### src/rtl/ti_audio_pkg.sv
// rtl/ti_audio_pkg.sv - shared constants, state type and sample conversion for the I2S transmit path
//
// Purpose: common definitions imported by ti_i2s_tx and ti_i2s_clkgen.
//   SLOT_BITS   : bits per I2S channel slot word
//   FRAME_SLOTS : bclk slots per stereo frame
//   SLOT_W      : width of the slot counter
//   MIDSCALE    : offset that recentres the unsigned mixer range around zero
//   i2s_state_t : transmitter FSM states
//   to_word()   : unsigned mixer sample -> 16-bit two's complement word
package ti_audio_pkg;

  localparam int SLOT_BITS   = 16;
  localparam int FRAME_SLOTS = 32;
  localparam int SLOT_W      = $clog2(FRAME_SLOTS);

  localparam logic [SLOT_BITS-1:0] MIDSCALE = 16'h4000;

  typedef enum logic {IDLE, RUN} i2s_state_t;

  // 0..32767 maps to 0xC000..0x3FFF; the subtraction wraps in 16 bits on purpose.
  function automatic logic [SLOT_BITS-1:0] to_word(input logic [SLOT_BITS-2:0] s);
    return {1'b0, s} - MIDSCALE;
  endfunction

endpackage

### src/rtl/ti_i2s_clkgen.sv
// rtl/ti_i2s_clkgen.sv - bit clock, slot strobe and slot counter for the I2S transmitter
//
// Purpose: divides CLK into bclk slots of 2*CLK_DIV cycles and counts slots in a frame.
// Ports:
//   CLK        in   system clock
//   RST        in   synchronous reset, active-high
//   run        in   transmitter is running; when low the counters are held cleared
//   start      in   the coming edge starts the very first slot (leaving IDLE)
//   bclk       out  bit clock: low for the first CLK_DIV cycles of a slot, high for the rest
//   slot_start out  the coming edge begins a new slot (bclk falling edge)
//   slot_cnt   out  index of the current slot, 0..FRAME_SLOTS-1
module ti_i2s_clkgen
  import ti_audio_pkg::*;
#(
  parameter int CLK_DIV = 4
) (
  input  logic              CLK,
  input  logic              RST,
  input  logic              run,
  input  logic              start,
  output logic              bclk,
  output logic              slot_start,
  output logic [SLOT_W-1:0] slot_cnt
);

  localparam int PH_W = (2 * CLK_DIV > 1) ? $clog2(2 * CLK_DIV) : 1;
  localparam logic [PH_W-1:0] PH_LAST = PH_W'(2 * CLK_DIV - 1);
  localparam logic [PH_W-1:0] PH_HIGH = PH_W'(CLK_DIV);

  logic [PH_W-1:0] ph;

  always_ff @(posedge CLK) begin
    if (RST || !run) begin
      ph       <= '0;
      slot_cnt <= '0;
    end else if (ph == PH_LAST) begin
      ph       <= '0;
      slot_cnt <= slot_cnt + SLOT_W'(1);
    end else begin
      ph <= ph + PH_W'(1);
    end
  end

  // Phase is held at 0 while idle, so bclk rests low without a separate gate.
  assign bclk       = (ph >= PH_HIGH);
  assign slot_start = start | (run & (ph == PH_LAST));

endmodule

### src/rtl/ti_i2s_tx.sv
// rtl/ti_i2s_tx.sv - I2S transmitter: mono-duplicated 16-bit frames from 15-bit unsigned samples
//
// Purpose: holds one sample, converts it to two's complement and serializes it MSB first
// on both I2S channels with the standard one-bit delay after word select.
// Ports:
//   CLK          in   system clock
//   RST          in   synchronous reset, active-high
//   sample_in    in   unsigned mixer sample, 0..32767
//   sample_valid in   sample_in is valid this cycle
//   sample_ready out  holding register empty; accept on sample_valid & sample_ready
//   bclk         out  I2S bit clock, period 2*CLK_DIV cycles
//   lrclk        out  I2S word select, 0 = left, 1 = right
//   sdata        out  I2S serial data, MSB first
//   underrun     out  one-cycle pulse when a frame starts without a new sample
module ti_i2s_tx
  import ti_audio_pkg::*;
#(
  parameter int CLK_DIV = 4
) (
  input  logic                 CLK,
  input  logic                 RST,
  input  logic [SLOT_BITS-2:0] sample_in,
  input  logic                 sample_valid,
  output logic                 sample_ready,
  output logic                 bclk,
  output logic                 lrclk,
  output logic                 sdata,
  output logic                 underrun
);

  i2s_state_t state, state_nxt;

  logic                 full;
  logic [SLOT_BITS-1:0] hold_word;
  logic [SLOT_BITS-1:0] cur_word;
  logic [SLOT_BITS-1:0] shreg;
  logic                 accept;
  logic                 start;
  logic                 slot_start;
  logic [SLOT_W-1:0]    slot_cnt;
  logic [SLOT_W-1:0]    slot_nxt;

  assign sample_ready = ~full;
  assign accept       = sample_valid & ~full;

  always_comb begin
    state_nxt = state;
    start     = 1'b0;
    case (state)
      IDLE: begin
        if (full) begin
          state_nxt = RUN;
          start     = 1'b1;
        end
      end
      default: ;
    endcase
  end

  ti_i2s_clkgen #(
    .CLK_DIV(CLK_DIV)
  ) u_clkgen (
    .CLK       (CLK),
    .RST       (RST),
    .run       (state == RUN),
    .start     (start),
    .bclk      (bclk),
    .slot_start(slot_start),
    .slot_cnt  (slot_cnt)
  );

  // Slot that begins at the coming slot_start edge; leaving IDLE always begins slot 0.
  assign slot_nxt = (state == RUN) ? slot_cnt + SLOT_W'(1) : '0;

  // shreg rotates left once per emitted bit. After slots 1..16 it is back to the
  // loaded word, and after slots 17..31 it has rotated by 31, leaving bit0 on top
  // for the delayed LSB in the next frame's slot 0.
  always_ff @(posedge CLK) begin
    if (RST) begin
      state     <= IDLE;
      full      <= 1'b0;
      hold_word <= '0;
      cur_word  <= '0;
      shreg     <= '0;
      lrclk     <= 1'b0;
      sdata     <= 1'b0;
      underrun  <= 1'b0;
    end else begin
      state    <= state_nxt;
      underrun <= 1'b0;

      if (accept) begin
        full      <= 1'b1;
        hold_word <= to_word(sample_in);
      end

      if (slot_start) begin
        lrclk <= slot_nxt[SLOT_W-1];
        if (slot_nxt == '0) begin
          // The first frame after IDLE has no previous word to finish.
          sdata <= (state == RUN) ? shreg[SLOT_BITS-1] : 1'b0;
          if (full) begin
            shreg    <= hold_word;
            cur_word <= hold_word;
            full     <= 1'b0;
          end else begin
            shreg    <= cur_word;
            underrun <= 1'b1;
          end
        end else begin
          sdata <= shreg[SLOT_BITS-1];
          shreg <= {shreg[SLOT_BITS-2:0], shreg[SLOT_BITS-1]};
        end
      end
    end
  end

endmodule

### config.mk
export PLATFORM = sky130hd
export DESIGN_NAME = ti_i2s_tx
export DESIGN_NICKNAME = d
export VERILOG_FILES = /design/src/rtl/ti_audio_pkg.sv /design/src/rtl/ti_i2s_clkgen.sv /design/src/rtl/ti_i2s_tx.sv
export SDC_FILE = /design/constraint.sdc
export NUM_CORES = 1
export LEC_CHECK = 0
export ABC_AREA = 1
export CORE_MARGIN = 3
export CORE_UTILIZATION = 39
export CTS_CLUSTER_DIAMETER = 200
export DETAILED_ROUTE_END_ITERATION = 6
export HOLD_SLACK_MARGIN = 0.15
export PLACE_DENSITY_LB_ADDON = 0.3
export SLEW_MARGIN = 15
export SYNTH_ARGS = -nofsm -noshare
export SYNTH_HDL_FRONTEND = slang
export SYNTH_SLANG_ARGS = --single-unit
### constraint.sdc
create_clock -name CLK -period 1.5 [get_ports CLK]
set_input_delay 0.225 -clock CLK [delete_from_list [all_inputs] [get_ports CLK]]
set_output_delay 0.225 -clock CLK [all_outputs]
set_load 0.01 [all_outputs]
==> results.py <==
metrics = {
    "routing": {
        "via_per_inst": 4.64,
        "drc_errors": 0,
        "first_iter_violations": 181,
        "wl_um": 6200,
        "wl_per_cell_um": 11.7,
        "ant_nets": 0,
        "dr.pass1.iters": 4,
        "vias": 2452,
    },
    "worst_setup_path": {
        "crit_buf_inv": 2,
        "start_kind": "register",
        "crit_chain": "ha_4 > inv_2 > nand2_2 > a21oi_2 > nand3_4 > nand2_8 > buf_12 > nand3_4 > a21oi_2",
        "cp_data_arrival_time_ps": 1850,
        "slowest_stage": "dfxtp_2",
        "path_class": "register to register",
        "path_delay_family": "simple AND/OR/NAND/NOR gates",
        "cp_max_fo": 7,
        "cp.required_ps": 1770,
        "cp-end-kind": "register",
        "critPathMaxStageDelay_ps": 330,
    },
    "timing": {
        "rsz0062_at_grt": "true",
        "setup_violations": 32,
        "setup_ws_ps": -81.0,
        "tns_ps": -1540,
        "final_hold_viol_count": 0,
        "drv_slew": 0,
        "whs_ps": 456,
        "worstMarginPinSlew_ps": 418,
        "relSlewSlack": 0.720,
        "post-route-period-util": 1.05,
        "clock.fmax_ghz": 0.633,
        "fin_skew_ps": 5.80,
        "fin_crit_ps": 1580,
    },
    "clock_network": {
        "numClockSinks": 60,
        "cts_tree": "built",
        "path_clk_slew_ps": 60,
        "numCtsBuffers": 9,
        "max-clock-path-buffers": 2,
        "htree_levels": 3,
        "clockRootBuffer": "clkbuf_8",
        "insertion_delay_ps": 330,
    },
    "yosys": {
        "synth_ff_type": "dfxtp_1",
        "netlist_instances": 386,
        "yosys.area.top_type_share": 0.432,
        "synth_area_leader_cell": "dfxtp_1",
        "synthArstFlopShare": 0,
        "ys_seq_elements": 60,
        "synth_edf_count": 0,
        "avgSynthCellArea_um2": 7.21,
        "synth.distinct_cells": 26,
        "synth_most_common_cell": "nand2_1",
        "synth_area_mm2": 0.00278,
        "yosysSeqAreaShare": 0.432,
        "ys_warn_count": 0,
        "synth_common_cells": "nand2_1 (106), dfxtp_1 (60), nor2_1 (46)",
        "syn-num-nets": 408,
        "synth.area.top_cells": "dfxtp_1 (43%), nand2_1 (14%), nor2_1 (6.2%)",
    },
    "floorplan": {
        "ios": 23,
        "initial_utilization": 0.405,
        "coreArea_mm2": 0.00687,
        "fp.dieH_um": 90.5,
        "dieArea_mm2": 0.00818,
        "rows": 30,
        "die_x_um": 90.5,
    },
    "place": {
        "gp_congestion": 0.758,
        "dp_hpwl_um": 3990,
        "portBuffers": 22,
        "pre_cts_ws_ps": -97.3,
    },
    "global_routing": {
        "grt_max_degree": 22,
        "grt_pass1_wl_um": 9680,
        "antenna_found_initial": 0,
        "track_usage": 0.144,
        "grt_pass1_vias": 2091,
        "grt-ovfl-total": 0,
    },
    "final_layout": {
        "drive_gt1_frac": 0.231,
        "nNetsFinal": 454,
        "diodes": 0,
        "syn2layout_area_growth_pct": 31.9,
    },
    "power_and_ir_drop": {
        "p_per_area_mw_per_mm2": 949,
        "total_power_w": 0.00348,
        "ir_worst_vdd_v": 0.000589,
        "leakagePower_nw": 1.44,
    },
    "outcome": {
        "status": "finished with violations",
        "violations": "negative setup slack",
    },
    "flow_run": {
        "drv_cap": 0,
    },
    "hold_path": {
        "worstHoldPathType": "input port to register",
    },
}
report_power, final:
group	internal, W	total [W]	switching [W]
clock	0.000609	0.00117	0.000558
sequential	0.00166	0.00170	0.0000403
combinational	0.000270	0.000615	0.000345
total	0.00254	0.00348	0.000943
layer usage:
layer / vias up / wire (µm) / global-route usage / part of all wire
li1: 1308 / - / - / -
met1: 1080 / 2870 / 0.192 / 0.46
met2: 55 / 2910 / 0.216 / 0.47
met3: 9 / 324 / 0.0292 / 0.052
met4: 0 / 99 / 0.0829 / 0.016
met5: - / 0 / 0 / 0
cell usage in the layout (no fill, tap or decap), types with 2 or more instances in the layout:
master            n
nand3_1          27
nand2_1          99
o21ai_0          17
clkbuf_8         10
nand4_1           2
dfxtp_2           5
clkdlybuf4s50_1  20
a21oi_2          18
inv_1            39
buf_12            4
nand3_2           4
nor2_1           45
inv_2             6
ha_4              3
nand2_2           8
nand2_8           2
dfxtp_1          55
buf_4            21
o22ai_1           2
nand2_4           2
a21oi_1          20
clkbuf_16         3
clkbuf_1          2
nand3_4           7
worst register-to-register path, cell delays in order, from the launching register on:
cell and delay, ps:
dfxtp_2 330, ha_4 230, inv_2 50, nand2_2 50, a21oi_2 140, nand3_4 180, nand2_8 170, buf_12 140
nand3_4 80, a21oi_2 140
sequential cells by signal (all words and copies together), names as in the netlist:
signal and count:
lrclk 1, cur_word 16, full 1, hold_word 15, sdata 1, shreg 16, state 1, u_clkgen.slot_cnt 5
u_clkgen.ph 3, underrun 1
repair_timing:
item                                    CTS  global route
endpoints found under the setup margin   35            41
hold buffers                              0             0
gates resized for setup                   6            41
buffers inserted                          0             1
pin swaps                                 0            13
gates cloned                              0             6
cells by family after synthesis:
group | synth area share
buf+inv | 0.106
simple gates | 0.328
fa+ha+maj | 0.0180
compound gates | 0.113
mux | 0.00360
flops | 0.432
cell type report:
cell class	instances	area [µm²]
fill	626	3200
tap	96	120
inverter	46	178
timing repair buffer	53	566
clock buffer	12	145
sequential	60	1210
multi-input combinational	262	1450
worst paths after layout:
check / startpoint / slack, ps / depth (start not counted) / endpoint
min reg2reg: cur_word[13]$_SDFFE_PP0P_ / 460 / 2 / cur_word[13]$_SDFFE_PP0P_
min: sample_in[14] / 460 / 2 / hold_word[14]$_SDFFE_PP0P_
max: u_clkgen.slot_cnt[1]$_SDFFE_PP0N_ / -80 / 9 / cur_word[5]$_SDFFE_PP0P_
max reg2reg: u_clkgen.slot_cnt[1]$_SDFFE_PP0N_ / -80 / 9 / cur_word[5]$_SDFFE_PP0P_
through the flow:
step                      cell area (µm²)   util  instances
after floorplan                      2790      -        386
after global placement               3240  0.472        510
after detailed placement             3240  0.472        510
after CTS                            3410  0.496        522
after global routing                 3670  0.534        529
final                                3670  0.534        529
(Power assumes the default switching activity.)
